### config.mk
export PLATFORM = sky130hd
export DESIGN_NAME = fetch_stage
export DESIGN_NICKNAME = d
export VERILOG_FILES = /design/src/rtl/fetch_stage.sv
export SDC_FILE = /design/constraint.sdc
export NUM_CORES = 1
export LEC_CHECK = 0
export BUFFER_PORTS_ARGS = -buffer_cell sky130_fd_sc_hd__buf_2
export CAP_MARGIN = 25
export CORE_ASPECT_RATIO = 0.8
export CORE_MARGIN = 4
export CORE_UTILIZATION = 50
export CTS_BUF_LIST = sky130_fd_sc_hd__clkbuf_8
export CTS_CLUSTER_DIAMETER = 200
export CTS_CLUSTER_SIZE = 14
export DETAILED_ROUTE_END_ITERATION = 6
export GPL_TIMING_DRIVEN = 0
export PLACE_DENSITY = 0.8
export SLEW_MARGIN = 15
export SYNTH_ARGS = -nofsm -noshare
export SYNTH_HDL_FRONTEND = slang
export SYNTH_SLANG_ARGS = --single-unit
### constraint.sdc
create_clock -name clk -period 5.4 [get_ports clk]
set_input_delay 0.27 -clock clk [delete_from_list [all_inputs] [get_ports clk]]
set_output_delay 0.27 -clock clk [all_outputs]
set_load 0.01 [all_outputs]
### src/rtl/fetch_stage.sv
// Instruction-fetch stage: owns the PC, boot/halt sequencing and redirect handling,
// and presents a registered IF/ID entry to decode through a valid/ready handshake.
module fetch_stage #(
    parameter int                       ADDRESS_WIDTH = 32,
    parameter int                       DATA_WIDTH    = 32,
    parameter logic [ADDRESS_WIDTH-1:0] RESET_VECTOR  = 32'hBFC00000
) (
    input  logic                     clk,
    input  logic                     rst,
    output logic [ADDRESS_WIDTH-1:0] imem_addr,
    input  logic [DATA_WIDTH-1:0]    imem_instr,
    input  logic                     redirect_valid,
    input  logic [ADDRESS_WIDTH-1:0] redirect_target,
    input  logic                     halt_req,
    input  logic                     id_ready,
    output logic                     if_valid,
    output logic [DATA_WIDTH-1:0]    if_instr,
    output logic [ADDRESS_WIDTH-1:0] if_pc,
    output logic [ADDRESS_WIDTH-1:0] if_pc_plus4,
    output logic                     if_fault,
    output logic                     halted
);

    localparam logic [1:0] ST_BOOT   = 2'd0;
    localparam logic [1:0] ST_RUN    = 2'd1;
    localparam logic [1:0] ST_HALTED = 2'd2;

    localparam logic [ADDRESS_WIDTH-1:0] PC_STEP = {{(ADDRESS_WIDTH-3){1'b0}}, 3'b100};

    logic [ADDRESS_WIDTH-1:0] r_pc;
    logic [1:0]               r_state;
    logic                     r_fault_pending;
    logic                     r_halted;
    logic                     r_if_valid;
    logic [DATA_WIDTH-1:0]    r_if_instr;
    logic [ADDRESS_WIDTH-1:0] r_if_pc;
    logic [ADDRESS_WIDTH-1:0] r_if_pc_plus4;
    logic                     r_if_fault;

    logic                     w_fire;
    logic [ADDRESS_WIDTH-1:0] w_pc_plus4;
    logic [ADDRESS_WIDTH-1:0] w_pc_next;
    logic [1:0]               w_state_next;
    logic                     w_fault_pending_next;
    logic                     w_if_valid_next;
    logic [DATA_WIDTH-1:0]    w_if_instr_next;
    logic [ADDRESS_WIDTH-1:0] w_if_pc_next;
    logic [ADDRESS_WIDTH-1:0] w_if_pc_plus4_next;
    logic                     w_if_fault_next;

    assign w_pc_plus4 = r_pc + PC_STEP;
    assign w_fire     = (r_state == ST_RUN) && !halt_req && !redirect_valid
                        && (!r_if_valid || id_ready);

    // Next-state: redirect overrides everything, then per-state fetch/drain/halt
    always_comb begin
        w_pc_next            = r_pc;
        w_state_next         = r_state;
        w_fault_pending_next = r_fault_pending;
        w_if_valid_next      = r_if_valid;
        w_if_instr_next      = r_if_instr;
        w_if_pc_next         = r_if_pc;
        w_if_pc_plus4_next   = r_if_pc_plus4;
        w_if_fault_next      = r_if_fault;
        if (redirect_valid) begin
            w_if_valid_next      = 1'b0;
            w_pc_next            = {redirect_target[ADDRESS_WIDTH-1:2], 2'b00};
            w_fault_pending_next = (redirect_target[1:0] != 2'b00);
            w_state_next         = ST_RUN;
        end else if (w_fire) begin
            w_if_instr_next      = imem_instr;
            w_if_pc_next         = r_pc;
            w_if_pc_plus4_next   = w_pc_plus4;
            w_if_fault_next      = r_fault_pending;
            w_if_valid_next      = 1'b1;
            w_pc_next            = w_pc_plus4;
            w_fault_pending_next = 1'b0;
        end else begin
            if (r_if_valid && id_ready) begin
                w_if_valid_next = 1'b0;
            end else begin
                w_if_valid_next = r_if_valid;
            end
            case (r_state)
                ST_BOOT:   w_state_next = ST_RUN;
                ST_RUN: begin
                    if (halt_req) begin
                        w_state_next = ST_HALTED;
                    end else begin
                        w_state_next = ST_RUN;
                    end
                end
                ST_HALTED: w_state_next = ST_HALTED;
                // An illegal encoding restarts boot sequencing with the entry flushed
                default: begin
                    w_state_next    = ST_BOOT;
                    w_if_valid_next = 1'b0;
                end
            endcase
        end
    end

    // State and IF/ID register update with asynchronous reset
    always_ff @(posedge clk or posedge rst) begin
        if (rst) begin
            r_pc            <= RESET_VECTOR;
            r_state         <= ST_BOOT;
            r_fault_pending <= 1'b0;
            r_halted        <= 1'b0;
            r_if_valid      <= 1'b0;
            r_if_instr      <= {DATA_WIDTH{1'b0}};
            r_if_pc         <= {ADDRESS_WIDTH{1'b0}};
            r_if_pc_plus4   <= {ADDRESS_WIDTH{1'b0}};
            r_if_fault      <= 1'b0;
        end else begin
            r_pc            <= w_pc_next;
            r_state         <= w_state_next;
            r_fault_pending <= w_fault_pending_next;
            r_halted        <= (w_state_next == ST_HALTED);
            r_if_valid      <= w_if_valid_next;
            r_if_instr      <= w_if_instr_next;
            r_if_pc         <= w_if_pc_next;
            r_if_pc_plus4   <= w_if_pc_plus4_next;
            r_if_fault      <= w_if_fault_next;
        end
    end

    assign imem_addr   = r_pc;
    assign if_valid    = r_if_valid;
    assign if_instr    = r_if_instr;
    assign if_pc       = r_if_pc;
    assign if_pc_plus4 = r_if_pc_plus4;
    assign if_fault    = r_if_fault;
    assign halted      = r_halted;

endmodule

Word level (Yosys, flattened, before mapping)
Cells that the tools add are included.
Widths: inputs -> output; s select.
{ "totals": {"output_inout_bits": 131, "word_cells": 40, "register_bits": 134, "input_bits": 69} }
{ "classes": {"n_reduce_logical": 13, "n_addsub": 1, "mux": 12, "bitwise": 1, "eq_ne": 4} }
{ "ops": {"columns": ["operator", "n"], "rows": [
  ["$mux 32", 2],
  ["$add 32x3->32 const B", 1],
  ["$mux 1", 6],
  ["$mux 2", 3],
  ["$pmux 2 s3", 1],
  ["$eq 2x2->1 const B", 2],
  ["$logic_and 1x1->1", 4],
  ["$ne 4x1->1 const B", 1],
  ["$reduce_bool 2->1", 2],
  ["$logic_not 1->1", 3],
  ["$reduce_or 3->1", 1],
  ["$eq 2x1->1 const B", 1],
  ["$logic_not 2->1", 1],
  ["$reduce_and 2->1", 1],
  ["$logic_or 1x1->1", 1],
  ["$not 1->1", 1]
]} }

Logic depth before layout (Yosys ltp)
{ "depth": {"depth_word": 7, "ltp_mapped": 7, "ltp_nobuf": 6} }

Worst setup path after synthesis
Ideal clock, no wire load.
{ "synth_timing": {"path_kind": "reg2reg", "startpoint": "reg r_pc[2], in the netlist imem_addr[2]", "endpoint": "reg r_pc[18], in the netlist imem_addr[18]", "slack_ns": 3.519, "setup_ns": 0.126, "arrival_ns": 1.755, "t_required_ns": 5.274, "path_stages_with_launch": 7, "period_less_slack_ns": 1.881, "n_path_buf": 0, "path_cell_list": "dfrtp_1 -> ha_1 -> nand4_2 -> nor4_1 -> xnor2_1 -> nor2_1 -> a221o_1"} }
{ "synth_via": {"elab_chain_len": 3} }
{ "synth_rtl": {"columns": ["element", "line_no", "text"], "rows": [
  ["start, declared", "30", "logic [ADDRESS_WIDTH-1:0] r_pc;"],
  ["start signal, assigned", "116", "r_pc <= w_pc_next;"],
  ["$add 32x3->32", "51", "assign w_pc_plus4 = r_pc + PC_STEP;"],
  ["$mux 32", "70", "end else if (w_fire) begin"],
  ["$mux 32", "65", "if (redirect_valid) begin"]
]} }
No other way between the ends. The select of a mux whose other input is x is not followed.
A chain may end at the register's enable or synchronous reset.

Final worst setup path
{ "layout_timing": {"startpoint": "reg r_state[0]", "endpoint": "reg r_pc[19], in the netlist imem_addr[19]"} }
{ "layout_via": {"elab_chain_len": 5} }
{ "layout_rtl": {"columns": ["element", "line_no", "text"], "rows": [
  ["start, declared", "31", "logic [1:0] r_state;"],
  ["start signal, assigned", "117", "r_state <= w_state_next;"],
  ["$eq 2x1->1", "52", "assign w_fire = (r_state == ST_RUN) && !halt_req && !redirect_valid"],
  ["$logic_and 1x1->1 (2 in a row)", "52", null],
  ["$logic_and 1x1->1", "53", "&& (!r_if_valid || id_ready);"],
  ["$reduce_bool 2->1 (no source line)", null, null]
]} }
No other way between the ends.

==> flow_metrics.tcl <==
set metrics [dict create \
    pwr-share-comb_pct 26.1 \
    grt_max_degree 71 \
    grt_setup_unrepaired "no" \
    synth.distinct_cells 40 \
    fillers 921 \
    critPathKind "flip-flop to flip-flop" \
    fmax_mhz 425 \
    worstReg2RegStart "r_state[0]" \
    period_minus_slack_ns 2.35 \
    final_net_count 890 \
    leakagePower_uw 0.00385 \
    irDropWorstVdd_uv 253 \
    wire_per_inst_um 17.1 \
    coreArea_mm2 0.0109 \
    cts-root-buf "clkbuf_8" \
    setup-violations-final 0 \
    critPathMaxFanout 10 \
    clk_latency_ns 0.43 \
    cp_data_arrival_time_ns 2.64 \
    antenna_found_initial 0 \
    multi_input_area_mm2 0.00218 \
    synth_area_mm2 0.00564 \
    drcViolationCount 0 \
    p_int_uw 1880 \
    cts.sinks 128 \
    clk_pin_slew_ns 0.08 \
    slew_headroom_pct 40.3 \
    wirelength_mm 16.7 \
    cts_resized 0 \
    synth_seq_cells 128 \
    worst-slew-pin-transition_ns 0.889 \
    via_per_inst 5.33 \
    crit_family "simple AND/OR/NAND/NOR gates" \
    ios 200 \
    die_width_um 127 \
    worst_setup_path_start_kind "flip-flop" \
    drive_above_1_share_pct 32.7 \
    rows 34 \
    hp-class "input port to flip-flop" \
    final_cells 976 \
    ff_latch_area_mm2 0.00321 \
    cts_tree "done" \
    seq_area_frac_synth_pct 57.0 \
    ant_nets 0 \
    yosysWarnings 0 \
    fin_util_pct 66.0 \
    power.density_mw_per_mm2 393 \
    whs_ns 0.0289 \
    portBuffers 192 \
    skew_ns 0.0129 \
    async_reset_ff_share_pct 100 \
    clockBufferDepth 2 \
    synth-main-ff-cell "dfrtp_1" \
    path_buf_inv 2 \
    tns_ns 0 \
    cpPeakStageDelay_ns 0.64 \
    min_from "imem_instr[0]" \
    status "finished clean" \
    crit_required_ns 5.68 \
    drtIter0Drc 393 \
    design.die.area_mm2 0.0131 \
    critPathSlowestCell "nor4b_4" \
    grt-ovfl-total 0 \
    num_vias 5205 \
    path_cells "nand2b_2, nor4b_4, nor2_1, buf_2, clkbuf_1, a22oi_1, o21ai_0" \
    slew_violations 0 \
    setup.worst_path.end_class "flip-flop" \
    drt_first_pass_iters 5 \
    track_usage_pct 25.9 \
    fin_crit_sh_pct 43.6 \
    final_common_cell "nand2_1" \
    cts_buffers 17 \
    switching_share_pct 33.7 \
    htree_levels 4 \
    syn_inst 601 \
    p_sw_uw 954 \
    die_h_um 103 \
    dp_hpwl_mm 12.3 \
    critPathLaunch "r_state[0]" \
    place.gp.congestion 0.885 \
    cap_violations 0 \
    hold_viol_final 0 \
    start_util_pct 51.6 \
    pwr-share-clk_pct 27.2 \
    synth_edf_count 0 \
    area_growth_pct 27.9 \
    grt_pass1_wl_mm 26.3 \
    antenna_cells 0 \
    layout_common_cells "nand2_1, buf_2, dfrtp_1" \
    syn_area_per_cell_um2 9.39 \
    p_seq_share_pct 46.7 \
    placed_cells 943 \
    grt_pass1_vias 5151 \
]
==> layer usage <==
layer	routed length, um	GRT usage, %	vias to the layer above
li1	-	-	2436
met1	7260	34.2	2495
met2	7680	41.5	250
met3	1550	8.18	24
met4	204	7.75	0
met5	0	0	-
==> sequential cells by signal, summed over array words and instances, names as in the netlist <==
name             flops
if_pc               30
halted               1
if_valid             1
if_fault             1
r_state              2
if_instr            32
imem_addr           30
r_fault_pending      1
if_pc_plus4         30
==> what timing repair did <==
item | CTS | global route
endpoints found under the setup margin | 0 | 0
setup buffers | 0 | 0
hold buffers | 2 | 0
endpoints found under the hold margin | 59 | 0
==> cell families after synthesis <==
family / share of synthesized area (%)
xor+xnor: 4.35
other cells: 0.0665
simple gates: 23.5
fa+ha+maj: 0.222
buf+inv: 4.72
compound gates: 10.2
flops: 57.0
==> stage by stage <==
| stage | setup WS (ns) | cell area, um2 | power (uW) |
|---|---|---|---|
| finish | 3.05 | 7220 | 2830 |
| global route | 2.84 | 7220 | 3010 |
| CTS | 3.05 | 7220 | 2850 |
| detailed placement | 3.02 | 6840 | 2080 |
| global placement | 0.457 | 6800 | 2050 |
| floorplan | 1.73 | 5660 | 1710 |
==> worst register-to-register path, delay by kind of cell, from the launching register on <==
family          cells  cell delay (ns)
compound gates      2             0.33
buf+inv             2             0.56
flops               1             0.42
simple gates        3             0.90
==> cells in the mapped netlist (2+ instances only) <==
cell	n	share of area, %
a221o_1	12	2.1
and2_1	3	0.33
o21ai_1	5	0.44
nor4_2	2	0.44
nand4_1	16	1.8
nor3_1	5	0.44
nor3b_1	2	0.27
nand3_1	11	0.98
nor2_1	13	0.86
buf_2	24	2.1
nand2b_2	2	0.31
o21ai_0	41	3.6
dfstp_2	9	4.2
o221ai_1	2	0.31
a21o_1	7	0.93
nor4_1	5	0.55
a22oi_1	14	1.9
nand2_1	226	15
and3_1	7	0.78
inv_1	6	0.40
nor2b_1	2	0.22
dfrtp_1	119	53
xnor2_1	11	1.7
xor2_1	17	2.6
a21oi_1	5	0.44
buf_4	6	0.80
buf_6	2	0.40
clkbuf_1	15	1.0
==> power groups by stage <==
stage	logic, uW	registers, uW	clock network [uW]
6_report	738	1320	771
5_1_grt	826	1350	829
3_5_place_dp	744	1340	0
3_3_place_gp	718	1330	0
2_1_floorplan	287	1430	0
4_1_cts	747	1320	781
==> final cells by class <==
| class | instances | share of cell area (%) |
|---|---|---|
| clock buffer | 17 | 3.24 |
| tap | 144 | 2.50 |
| sequential | 128 | 44.5 |
| multi-input combinational | 425 | 30.2 |
| buffer | 47 | 3.38 |
| inverter | 6 | 0.381 |
| clock inverter | 14 | 1.77 |
| timing repair buffer | 195 | 14.0 |
==> path summary, 6_finish.rpt <==
check                           cells after the start       endpoint  slack (ns)
worst max-delay path                                7  imem_addr[19]        3.05
worst min-delay path                                3    if_instr[0]        0.03
worst max register to register                      7  imem_addr[19]        3.05
worst min register to register                      2      if_pc[28]        0.47
max in group asynchronous                           4  imem_addr[22]        4.17
min in group asynchronous                           3   if_instr[18]        0.47
Note: power is estimated with default switching activity, not from simulation.
